<file path="src/rtl/lsu_pkg.sv">
// Shared LSU definitions: datapath width, opcode encoding, FSM states and decode helpers.
package lsu_pkg;

   localparam int unsigned CPU_WIDTH     = 64;
   localparam int unsigned LSU_OPT_WIDTH = 4;

   localparam logic [LSU_OPT_WIDTH-1:0] LSU_NONE = 4'd0;
   localparam logic [LSU_OPT_WIDTH-1:0] LSU_LB   = 4'd1;
   localparam logic [LSU_OPT_WIDTH-1:0] LSU_LH   = 4'd2;
   localparam logic [LSU_OPT_WIDTH-1:0] LSU_LW   = 4'd3;
   localparam logic [LSU_OPT_WIDTH-1:0] LSU_LD   = 4'd4;
   localparam logic [LSU_OPT_WIDTH-1:0] LSU_LBU  = 4'd5;
   localparam logic [LSU_OPT_WIDTH-1:0] LSU_LHU  = 4'd6;
   localparam logic [LSU_OPT_WIDTH-1:0] LSU_LWU  = 4'd7;
   localparam logic [LSU_OPT_WIDTH-1:0] LSU_SB   = 4'd8;
   localparam logic [LSU_OPT_WIDTH-1:0] LSU_SH   = 4'd9;
   localparam logic [LSU_OPT_WIDTH-1:0] LSU_SW   = 4'd10;
   localparam logic [LSU_OPT_WIDTH-1:0] LSU_SD   = 4'd11;

   typedef enum logic [1:0] {SzB, SzH, SzW, SzD} lsu_size_e;
   typedef enum logic [1:0] {StIdle, StReq, StWaitR, StDone} lsu_state_e;

   function automatic logic opt_is_load(input logic [LSU_OPT_WIDTH-1:0] opt);
      return (opt >= LSU_LB) && (opt <= LSU_LWU);
   endfunction

   function automatic logic opt_is_store(input logic [LSU_OPT_WIDTH-1:0] opt);
      return (opt >= LSU_SB) && (opt <= LSU_SD);
   endfunction

   function automatic logic opt_signed(input logic [LSU_OPT_WIDTH-1:0] opt);
      return (opt == LSU_LB) || (opt == LSU_LH) || (opt == LSU_LW);
   endfunction

   function automatic lsu_size_e opt_size(input logic [LSU_OPT_WIDTH-1:0] opt);
      case (opt)
         LSU_LB, LSU_LBU, LSU_SB: return SzB;
         LSU_LH, LSU_LHU, LSU_SH: return SzH;
         LSU_LW, LSU_LWU, LSU_SW: return SzW;
         default:                 return SzD;
      endcase
   endfunction

endpackage

</file>
<file path="src/rtl/lsu_if.sv">
// LSU request/result and data-memory bus signals; slave is the LSU side, master the environment.
interface lsu_if #(
   parameter int unsigned XLEN = 64
);
   logic            i_valid;
   logic            o_ready;
   logic [3:0]      i_lsu_opt;
   logic [XLEN-1:0] i_addr;
   logic [XLEN-1:0] i_wdata;
   logic            o_valid;
   logic            i_ready;
   logic [XLEN-1:0] o_rdata;
   logic            o_misalign;
   logic            o_mem_valid;
   logic            i_mem_ready;
   logic            o_mem_wen;
   logic [XLEN-1:0] o_mem_addr;
   logic [63:0]     o_mem_wdata;
   logic [7:0]      o_mem_wmask;
   logic            i_mem_rvalid;
   logic [63:0]     i_mem_rdata;

   modport slave (
      input  i_valid, i_lsu_opt, i_addr, i_wdata, i_ready, i_mem_ready, i_mem_rvalid, i_mem_rdata,
      output o_ready, o_valid, o_rdata, o_misalign, o_mem_valid, o_mem_wen, o_mem_addr,
             o_mem_wdata, o_mem_wmask
   );

   modport master (
      output i_valid, i_lsu_opt, i_addr, i_wdata, i_ready, i_mem_ready, i_mem_rvalid, i_mem_rdata,
      input  o_ready, o_valid, o_rdata, o_misalign, o_mem_valid, o_mem_wen, o_mem_addr,
             o_mem_wdata, o_mem_wmask
   );
endinterface

</file>
<file path="src/rtl/lsu_align.sv">
// Combinational lane alignment: store lane data/strobes, load extract/extend, misalign detect.
module lsu_align
   import lsu_pkg::*;
#(
   parameter int unsigned XLEN = CPU_WIDTH
) (
   input  logic [LSU_OPT_WIDTH-1:0] opt_i,
   input  logic [2:0]               off_i,
   input  logic [XLEN-1:0]          wdata_i,
   input  logic [63:0]              rdata_i,
   output logic [63:0]              lane_wdata_o,
   output logic [7:0]               wmask_o,
   output logic [XLEN-1:0]          ext_o,
   output logic                     misalign_o
);

   lsu_size_e   size;
   logic        sext;
   logic [63:0] shifted;
   logic [63:0] ext64;
   logic [7:0]  base_mask;

   always_comb begin
      size = opt_size(opt_i);
      sext = opt_signed(opt_i);

      // Shifts drop anything pushed past lane 7 and zero-fill from above.
      lane_wdata_o = 64'(wdata_i) << {off_i, 3'b000};
      shifted      = rdata_i >> {off_i, 3'b000};

      base_mask  = 8'h00;
      ext64      = shifted;
      misalign_o = 1'b0;
      unique case (size)
         SzB: begin
            base_mask = 8'h01;
            ext64     = {{56{sext & shifted[7]}}, shifted[7:0]};
         end
         SzH: begin
            base_mask  = 8'h03;
            ext64      = {{48{sext & shifted[15]}}, shifted[15:0]};
            misalign_o = off_i[0];
         end
         SzW: begin
            base_mask  = 8'h0F;
            ext64      = {{32{sext & shifted[31]}}, shifted[31:0]};
            misalign_o = |off_i[1:0];
         end
         SzD: begin
            base_mask  = 8'hFF;
            misalign_o = |off_i;
         end
         default: ;
      endcase
      wmask_o    = base_mask << off_i;
      misalign_o = misalign_o & (opt_is_load(opt_i) | opt_is_store(opt_i));
      ext_o      = XLEN'(ext64);
   end

endmodule

</file>
<file path="src/rtl/lsu.sv">
// Load/store unit: one memory access per EXU request, one result to WBU.
// Define LSU_MISALIGN_CHECK_EN to trap misaligned accesses instead of issuing them.
module lsu
   import lsu_pkg::*;
#(
   parameter int unsigned XLEN = CPU_WIDTH
) (
   input logic  i_clk,
   input logic  i_rst,
   lsu_if.slave bus
);

`ifdef LSU_MISALIGN_CHECK_EN
   localparam bit CheckEn = 1'b1;
`else
   localparam bit CheckEn = 1'b0;
`endif

   lsu_state_e               state_q, state_d;
   logic [LSU_OPT_WIDTH-1:0] opt_q;
   logic [XLEN-1:0]          addr_q, wdata_q, rdata_q;
   logic                     misalign_q;

   logic                     in_idle, accept, is_none;
   logic [LSU_OPT_WIDTH-1:0] sel_opt;
   logic [2:0]               sel_off;
   logic [63:0]              lane_wdata;
   logic [7:0]               lane_wmask;
   logic [XLEN-1:0]          ld_ext;
   logic                     misalign;

   assign in_idle = (state_q == StIdle);
   assign accept  = in_idle & bus.i_valid;
   assign is_none = ~opt_is_load(bus.i_lsu_opt) & ~opt_is_store(bus.i_lsu_opt);

   // In IDLE the aligner looks at the incoming request so misalign is known at accept.
   assign sel_opt = in_idle ? bus.i_lsu_opt : opt_q;
   assign sel_off = in_idle ? bus.i_addr[2:0] : addr_q[2:0];

   lsu_align #(
      .XLEN(XLEN)
   ) u_align (
      .opt_i       (sel_opt),
      .off_i       (sel_off),
      .wdata_i     (wdata_q),
      .rdata_i     (bus.i_mem_rdata),
      .lane_wdata_o(lane_wdata),
      .wmask_o     (lane_wmask),
      .ext_o       (ld_ext),
      .misalign_o  (misalign)
   );

   always_ff @(posedge i_clk or posedge i_rst) begin
      if (i_rst) state_q <= StIdle;
      else       state_q <= state_d;
   end

   always_comb begin
      state_d = state_q;
      unique case (state_q)
         StIdle:  if (bus.i_valid) state_d = (is_none || (CheckEn && misalign)) ? StDone : StReq;
         StReq:   if (bus.i_mem_ready) state_d = opt_is_store(opt_q) ? StDone : StWaitR;
         StWaitR: if (bus.i_mem_rvalid) state_d = StDone;
         StDone:  if (bus.i_ready) state_d = StIdle;
         default: state_d = StIdle;
      endcase
   end

   always_comb begin
      bus.o_ready     = in_idle;
      bus.o_valid     = (state_q == StDone);
      bus.o_mem_valid = (state_q == StReq);
      bus.o_mem_wen   = 1'b0;
      bus.o_mem_addr  = '0;
      bus.o_mem_wdata = '0;
      bus.o_mem_wmask = '0;
      if (state_q == StReq) begin
         bus.o_mem_addr = {addr_q[XLEN-1:3], 3'b000};
         if (opt_is_store(opt_q)) begin
            bus.o_mem_wen   = 1'b1;
            bus.o_mem_wdata = lane_wdata;
            bus.o_mem_wmask = lane_wmask;
         end
      end
      bus.o_rdata    = rdata_q;
      bus.o_misalign = misalign_q;
   end

   // Result is preloaded at accept (pass-through / zero) and overwritten by load data.
   always_ff @(posedge i_clk or posedge i_rst) begin
      if (i_rst) begin
         opt_q      <= LSU_NONE;
         addr_q     <= '0;
         wdata_q    <= '0;
         rdata_q    <= '0;
         misalign_q <= 1'b0;
      end else if (accept) begin
         opt_q      <= bus.i_lsu_opt;
         addr_q     <= bus.i_addr;
         wdata_q    <= bus.i_wdata;
         misalign_q <= CheckEn & misalign;
         rdata_q    <= is_none ? bus.i_addr : '0;
      end else if ((state_q == StWaitR) && bus.i_mem_rvalid) begin
         rdata_q <= ld_ext;
      end
   end

endmodule

</file>
<file path="src/flat_wrapper.sv">
// flat-port wrapper written by rule: the top's interface ports become plain ports
module lsu_flat import lsu_pkg::*;
#(
   parameter int unsigned XLEN = CPU_WIDTH
)
  (i_clk, i_rst, bus_i_valid, bus_i_lsu_opt, bus_i_addr, bus_i_wdata, bus_i_ready, bus_i_mem_ready, bus_i_mem_rvalid, bus_i_mem_rdata, bus_o_ready, bus_o_valid, bus_o_rdata, bus_o_misalign, bus_o_mem_valid, bus_o_mem_wen, bus_o_mem_addr, bus_o_mem_wdata, bus_o_mem_wmask);
  lsu_if #(.XLEN(XLEN)) bus_i ();
  input logic i_clk;
  input logic i_rst;
  input wire logic [$bits(bus_i.i_valid)-1:0] bus_i_valid;
  input wire logic [$bits(bus_i.i_lsu_opt)-1:0] bus_i_lsu_opt;
  input wire logic [$bits(bus_i.i_addr)-1:0] bus_i_addr;
  input wire logic [$bits(bus_i.i_wdata)-1:0] bus_i_wdata;
  input wire logic [$bits(bus_i.i_ready)-1:0] bus_i_ready;
  input wire logic [$bits(bus_i.i_mem_ready)-1:0] bus_i_mem_ready;
  input wire logic [$bits(bus_i.i_mem_rvalid)-1:0] bus_i_mem_rvalid;
  input wire logic [$bits(bus_i.i_mem_rdata)-1:0] bus_i_mem_rdata;
  output wire logic [$bits(bus_i.o_ready)-1:0] bus_o_ready;
  output wire logic [$bits(bus_i.o_valid)-1:0] bus_o_valid;
  output wire logic [$bits(bus_i.o_rdata)-1:0] bus_o_rdata;
  output wire logic [$bits(bus_i.o_misalign)-1:0] bus_o_misalign;
  output wire logic [$bits(bus_i.o_mem_valid)-1:0] bus_o_mem_valid;
  output wire logic [$bits(bus_i.o_mem_wen)-1:0] bus_o_mem_wen;
  output wire logic [$bits(bus_i.o_mem_addr)-1:0] bus_o_mem_addr;
  output wire logic [$bits(bus_i.o_mem_wdata)-1:0] bus_o_mem_wdata;
  output wire logic [$bits(bus_i.o_mem_wmask)-1:0] bus_o_mem_wmask;
  assign bus_i.i_valid = bus_i_valid;
  assign bus_i.i_lsu_opt = bus_i_lsu_opt;
  assign bus_i.i_addr = bus_i_addr;
  assign bus_i.i_wdata = bus_i_wdata;
  assign bus_i.i_ready = bus_i_ready;
  assign bus_i.i_mem_ready = bus_i_mem_ready;
  assign bus_i.i_mem_rvalid = bus_i_mem_rvalid;
  assign bus_i.i_mem_rdata = bus_i_mem_rdata;
  assign bus_o_ready = bus_i.o_ready;
  assign bus_o_valid = bus_i.o_valid;
  assign bus_o_rdata = bus_i.o_rdata;
  assign bus_o_misalign = bus_i.o_misalign;
  assign bus_o_mem_valid = bus_i.o_mem_valid;
  assign bus_o_mem_wen = bus_i.o_mem_wen;
  assign bus_o_mem_addr = bus_i.o_mem_addr;
  assign bus_o_mem_wdata = bus_i.o_mem_wdata;
  assign bus_o_mem_wmask = bus_i.o_mem_wmask;
  lsu #(.XLEN(XLEN)) u_core (.i_clk(i_clk), .i_rst(i_rst), .bus(bus_i));
endmodule
</file>
<file path="config.mk">
export PLATFORM = sky130hd
export DESIGN_NAME = lsu_flat
export DESIGN_NICKNAME = d
export VERILOG_FILES = /design/src/rtl/lsu_pkg.sv /design/src/rtl/lsu_if.sv /design/src/rtl/lsu_align.sv /design/src/rtl/lsu.sv /design/src/flat_wrapper.sv
export SDC_FILE = /design/constraint.sdc
export NUM_CORES = 1
export LEC_CHECK = 0
export BUFFER_PORTS_ARGS = -buffer_cell sky130_fd_sc_hd__buf_2
export CAP_MARGIN = 20
export CORE_AREA = 2 2 129 225
export CTS_CLUSTER_DIAMETER = 80
export CTS_CLUSTER_SIZE = 20
export DETAILED_ROUTE_END_ITERATION = 6
export DIE_AREA = 0 0 131 227
export PLACE_DENSITY = 0.86
export SLEW_MARGIN = 20
export SYNTH_ARGS = -nofsm -noshare
export SYNTH_HDL_FRONTEND = slang
export SYNTH_SLANG_ARGS = --single-unit
</file>
<file path="constraint.sdc">
create_clock -name i_clk -period 7.64 [get_ports i_clk]
set_clock_uncertainty 0.2 [all_clocks]
set_input_delay 1.91 -clock i_clk [delete_from_list [all_inputs] [get_ports i_clk]]
set_output_delay 1.91 -clock i_clk [all_outputs]
set_load 0.005 [all_outputs]
</file>
==> impl_results.md, run 1 <==
* Routed vias at 14700
* Peak VDD IR at 0.248 mV
* Routed WL per cell at 22.4 microns
* Power Dens Cells at 460 nW/um^2
* EDFF count, synth at 0
* CTS Buf Count at 17
* Prevailing post-synth register cell: dfrtp_1
* Slew of the pin with the lowest slew margin at 1.11 ns
* First-pass GRT wire length at 80500 microns
* Max Slew Vio Count at 0
* # resized after CTS at 0
* Unrepaired setup endpoints after global routing: no
* CP Launch Type: input pin
* Power share of the sequential group at 27.9%
* Worst-path cell chain: buf_2, mux2i_1, inv_1, ha_1, o21ba_2, nor3_1, nor3_1, a21o_1, o22ai_1, buf_2
* DIE HEIGHT at 227 microns
* Net count, final at 2268
* Post-CTS Setup Inserts at 0
* Maximum fanout along the worst path at 7
* Seq/Total Area, Yosys at 38.3%
* Total GRT Usage at 36.4%
* Register area at 4950 sq um
* Endpoints failing setup at 0
* Crit end category: primary output
* Die Area at 29700 sq um
* Combinational power share at 59.4%
* GPL Wtd Cong at 1.03
* Drc violations at 0
* Final core occ at 56.4%
* Min-Delay Path Class: reg2reg
* 1st-iter DRT viols at 1803
* Syn Inst Count at 1747
* Final min period at 6.62 ns
* Detail Route Antenna Nets at 0
* Area contributors post-synth: dfrtp_1 (38%), nand2_1 (20%), and2_1 (3.5%), a21oi_1 (3.3%), nor2_1 (3.2%)
* Clock Tree Buf Depth at 2
* FMAX at 151 MHz
* Max-cap violation count at 0
* Leakage at 8.14 nW
* Clk_lat worst skew at 0.46 ns
* Gr ovfl total at 0
* Vias in the first global route at 13900
* Max incr delay on CP at 0.51 ns
* Synth Area per Inst at 7.40 sq um
* Initial Utilization at 46.4%
* Post-Synthesis Cell Area at 12900 sq um
* Post-DP HPWL at 40800 microns
* Fin. Hold Viols at 0
* Worst EP required at 5.53 ns
* Most frequent cell after synthesis: nand2_1
* Final period util at 86.6%
* Largest net degree at the start of global routing at 86
* Fill count at 2599
* Post-synth top cells: nand2_1 (678), dfrtp_1 (198), nor2_1 (111)
* R2r setup slk at 2.46 ns
* Worst-path clk slew at 0.07 ns
* Yosys reg bits at 198
* H-tree levels at 4
* Setup TNS Final at 0 ns
* Initial antenna violation count at 19
* Clock Power Share at 12.7%
* CP bufs+invs at 3
* Switching share of power at 50.9%
* Hold_buf cts at 0
* IO Pins at 407
* CP arrival at 4.51 ns
* CORE AREA at 27900 sq um
* Tot Pwr at 7.24 mW
* Pint at 3.55 mW
* Leading area contributor after synthesis: dfrtp_1
* Crit-path slowest cell: mux2i_1
* Post-synth top area share at 38.3%
* Status: complete, no violations
* CTS Root Cell: clkbuf_16
* DR pass1 iterations at 5
* Port Buffers at 402
* Layout cells sized above 1 at 25.1%
* Layout area overhead at 21.5%
* Unique masters post-synth at 56
* # rows at 81
* Warning count from the yosys run at 0
* Sw Pwr at 3.69 mW
* CTS tree: built
* Worst setup path category: in2out
* Max transition margin at 25.4%
* Via/cell ratio at 5.97
* Final WL at 55000 microns
* Ys async rst share at 100%
* CP delay by family, top: compound AO/OA/AOI/OAI gates
* Multi-input logic area at 7400 sq um
* Clk sink count at 198
* Die X at 131 microns
## routing by layer
| layer | routed length [microns] | share of wire [%] | vias up | track usage, % |
|---|---|---|---|---|
| li1 | - | - | 6543 | - |
| met1 | 18100 | 33 | 6879 | 39.7 |
| met2 | 27100 | 49 | 1009 | 60.0 |
| met3 | 4530 | 8.2 | 251 | 5.90 |
| met4 | 5280 | 9.6 | 6 | 32.7 |
| met5 | 36 | 0.065 | - | 0 |
## sequential cells by signal, indices dropped and copies added, names as in the netlist
name	count
u_core.addr_q	64
u_core.bus.o_rdata	64
u_core.wdata_q	64
u_core.opt_q	4
u_core.state_q	2
## worst paths after layout
path,from,end,depth (start not counted)
max in group asynchronous,i_rst,u_core.wdata_q[52],3
hold / removal,u_core.addr_q[14],u_core.addr_q[14],2
setup reg to reg,u_core.state_q[0],u_core.bus.o_rdata[56],11
setup / recovery,bus_i_lsu_opt[0],bus_o_mem_wmask[4],10
min in group asynchronous,i_rst,u_core.addr_q[10],2
hold reg to reg,u_core.addr_q[14],u_core.addr_q[14],2
## power groups by stage
stage          logic [mW]  clock network, mW  registers (mW)
3_3_place_gp         4.07                  0            1.99
6_report             4.30              0.917            2.02
5_1_grt              4.70              0.965            2.05
3_5_place_dp         4.18                  0            2.00
4_1_cts              4.20              0.926            1.98
2_1_floorplan        2.86                  0            1.82
## stage by stage
step / instance area (sq um) / setup slack [ns] / hold slack [ns] / std cells
6_report: 15700 / 1.02 / 0.264 / 2459
2_1_floorplan: 12900 / 0.133 / 0.237 / 1750
5_1_grt: 15700 / 0.882 / 0.292 / 2458
3_3_place_gp: 15100 / 1.27 / 0.249 / 2413
4_1_cts: 15700 / 1.16 / 0.271 / 2443
3_5_place_dp: 15100 / 1.17 / 0.254 / 2413
## worst reg2reg max path, delay by kind of cell (launching register included)
family	cells	cell delay (ns)
muxes	3	1.29
buffers and inverters	4	1.58
DFF	1	0.45
AOI/OAI and AO/OA	1	0.24
adders and majority gates	1	0.22
and+or+nand+nor	2	1.04
## kinds of logic (layout without fill, tap and decap cells)
| family | Yosys count | in the layout | share of synthesized area (%) |
|---|---|---|---|
| buffers and inverters | 152 | 472 | 4.99 |
| other | 1 | 20 | 0.0290 |
| flip-flops | 198 | 198 | 38.3 |
| multiplexers | 70 | 70 | 6.86 |
| AO/OA/AOI/OAI | 347 | 347 | 17.7 |
| adder cells (fa/ha/maj) | 7 | 7 | 0.677 |
| AND/OR/NAND/NOR | 972 | 972 | 31.5 |
## cell usage in the layout, fill, tap and decap left out, types with 4 or more instances in the layout
cell type	netlist	final
a311oi_1	21	21
clkbuf_16	0	17
a221oi_1	10	10
inv_1	11	10
a211oi_1	38	38
mux2i_1	37	36
nand3_1	57	57
o22ai_1	14	14
a2111oi_0	6	6
o21ai_0	64	64
conb_1	1	4
a21oi_1	86	86
buf_4	6	28
mux2i_4	2	4
nor3_1	5	5
dfrtp_1	198	198
buf_2	24	402
ha_1	7	6
nand2_1	678	676
and3_1	31	31
nor2_1	111	109
mux2_2	18	18
clkinv_2	0	4
a21boi_0	16	16
a22oi_1	30	30
mux4_2	10	10
a211oi_2	11	11
a31oi_1	34	34
diode_2	0	16
o211ai_1	5	5
and2_1	73	72
## layout make-up
| class | instances | share of cell area [%] |
|---|---|---|
| tap | 373 | 2.97 |
| clock buffer | 19 | 2.82 |
| inverter | 11 | 0.310 |
| timing repair buffer | 431 | 14.3 |
| clock inverter | 11 | 0.796 |
| sequential | 198 | 31.5 |
| multi-input combinational | 1400 | 47.1 |
| antenna | 16 | 0.255 |
Note: power is estimated with default switching activity, not from simulation.
==> run 2: changes to the inputs <==
Settings changed: GPL_TIMING_DRIVEN set to 0.
==> impl_results.md, run 2 (synthesis results as in run 1) <==
* Peak VDD IR at 0.240 mV
* Crit end category: primary output
* Worst setup path category: in2out
* Via/cell ratio at 6.06
* Setup TNS Final at 0 ns
* Endpoints failing setup at 0
* Power share of the sequential group at 26.4%
* Worst r2r src: u_core.state_q[0]
* Post-DP HPWL at 53200 microns
* Leakage at 8.28 nW
* Pint at 3.62 mW
* # rows at 81
* Fin. Hold Viols at 0
* Reg-to-reg endpoint: u_core.bus.o_rdata[19]
* Switching share of power at 54.0%
* Origin of the worst setup path: bus_i_addr[0]
* Max-cap violation count at 0
* Initial antenna violation count at 10
* Worst EP required at 5.53 ns
* Register area at 4950 sq um
* Commonest non-fill, non-tap cell in the layout: nand2_1
* Initial Utilization at 46.4%
* Clock Tree Buf Depth at 2
* Layout cells sized above 1 at 23.8%
* Hold_buf cts at 0
* Gr ovfl total at 0
* Hold Slack at 0.267 ns
* Detail Route Antenna Nets at 0
* Unrepaired setup endpoints after global routing: no
* Maximum fanout along the worst path at 10
* Multi-input logic area at 7360 sq um
* Final WL at 68100 microns
* Sw Pwr at 4.25 mW
* Net count, final at 2380
* Final min period at 7.18 ns
* CP arrival at 5.07 ns
* Clk_lat worst skew at 0.48 ns
* Most frequent cells in the layout: nand2_1 (678), buf_2 (425), dfrtp_1 (198)
* R2r setup slk at 2.93 ns
* Reg2Reg Depth at 11
* Clk sink count at 198
* First-pass GRT wire length at 97400 microns
* CP bufs+invs at 5
* Total GRT Usage at 46.0%
* CP Launch Type: input pin
* Number of stages on the worst setup path at 9
* Max incr delay on CP at 0.81 ns
* Max Slew Vio Count at 0
* Tot Pwr at 7.87 mW
* Status: complete, no violations
* Die X at 131 microns
* CTS Buf Count at 17
* Slew of the pin with the lowest slew margin at 1.26 ns
* Cell mode on critical path: buf_2
* Routed vias at 15500
* Post-CTS Setup Inserts at 0
* Worst-path cell chain: buf_2, mux2i_2, clkbuf_1, buf_2, clkbuf_1, nand3_1, a31oi_1, nor2_1, buf_2
* H-tree levels at 4
* Crit-path slowest cell: mux2i_2
* DIE HEIGHT at 227 microns
* Largest net degree at the start of global routing at 106
* Port Buffers at 401
* Drc violations at 0
* CTS tree: built
* FMAX at 139 MHz
* 1st-iter DRT viols at 1512
* Layout area overhead at 24.4%
* Power Dens Cells at 489 nW/um^2
* Placed inst area at 15500 sq um
* Worst-path clk slew at 0.07 ns
* Max transition margin at 15.4%
* Vias in the first global route at 15300
* Crit path capture: bus_o_mem_wdata[41]
* Die Area at 29700 sq um
* CTS Root Cell: clkbuf_16
* Min-Delay Path Class: reg2reg
* Fill count at 2546
* GPL Wtd Cong at 1.11
* CP delay by family, top: buffers and inverters
* Fin area at 16100 sq um
* Clock Power Share at 12.2%
* CORE AREA at 27900 sq um
* Final period util at 94.0%
* IO Pins at 407
* Routed WL per cell at 26.6 microns
* DR pass1 iterations at 6
* Combinational power share at 61.4%
* # resized after CTS at 0
==> run 2: cell count changes in the layout (fill, tap and decap cells not counted), moves of 3 or more <==
cell / before / now
clkbuf_1: 1 / 95
buf_2: 402 / 425
buf_4: 28 / 6
buf_1: 0 / 13
diode_2: 16 / 9
buf_6: 0 / 3
clkinv_2: 4 / 1
==> run 2: cell type report <==
| class | count | area share (%) |
|---|---|---|
| multi-input combinational | 1400 | 45.7 |
| sequential | 198 | 30.8 |
| timing repair buffer | 402 | 12.6 |
| buffer | 141 | 3.75 |
| tap | 373 | 2.90 |
| clock buffer | 18 | 2.73 |
| clock inverter | 13 | 1.02 |
| inverter | 11 | 0.303 |
| antenna | 9 | 0.140 |
==> run 2: power groups by stage <==
stage               logic (mW)  registers, mW  clock network, mW
floorplan                 2.86           1.82                  0
global placement          4.56           2.04                  0
detailed placement        4.61           2.05                  0
CTS                       4.64           2.03              0.958
global route              5.17           2.09               1.00
finish                    4.84           2.08              0.957
==> run 2: tightest hold or removal path: stages (launching register included) <==
cell and delay, ns:
dfrtp_1 0.34, nand2_1 0.05, nand2_1 0.05
==> run 2: how the worst min path moves through the flow <==
stage                      startpoint                 to  slack (ns)  cells after the start
finish              u_core.addr_q[28]  u_core.addr_q[28]        0.27                      2
global placement    u_core.addr_q[33]  u_core.addr_q[33]        0.25                      2
detailed placement  u_core.addr_q[61]  u_core.addr_q[61]        0.25                      2
global route        u_core.addr_q[21]  u_core.addr_q[21]        0.29                      2
CTS                 u_core.addr_q[30]  u_core.addr_q[30]        0.27                      2
floorplan           u_core.addr_q[10]  u_core.addr_q[10]        0.24                      2
==> run 2: per-layer routing <==
layer	vias to the layer above	GRT usage [%]	share of wire (%)
met5	-	0	0.035
met4	4	46.0	12
met3	415	9.71	8.2
met2	1131	75.5	48
met1	7219	46.8	32
li1	6775	-	-
==> run 2: per-stage QoR <==
stage,instances,setup WS [ns],utilization (%)
4_1_cts,2556,0.618,57.6
3_3_place_gp,2524,-2.00,55.3
3_5_place_dp,2525,0.631,55.5
5_1_grt,2564,0.406,57.7
2_1_floorplan,1750,0.133,-
6_report,2565,0.456,57.7
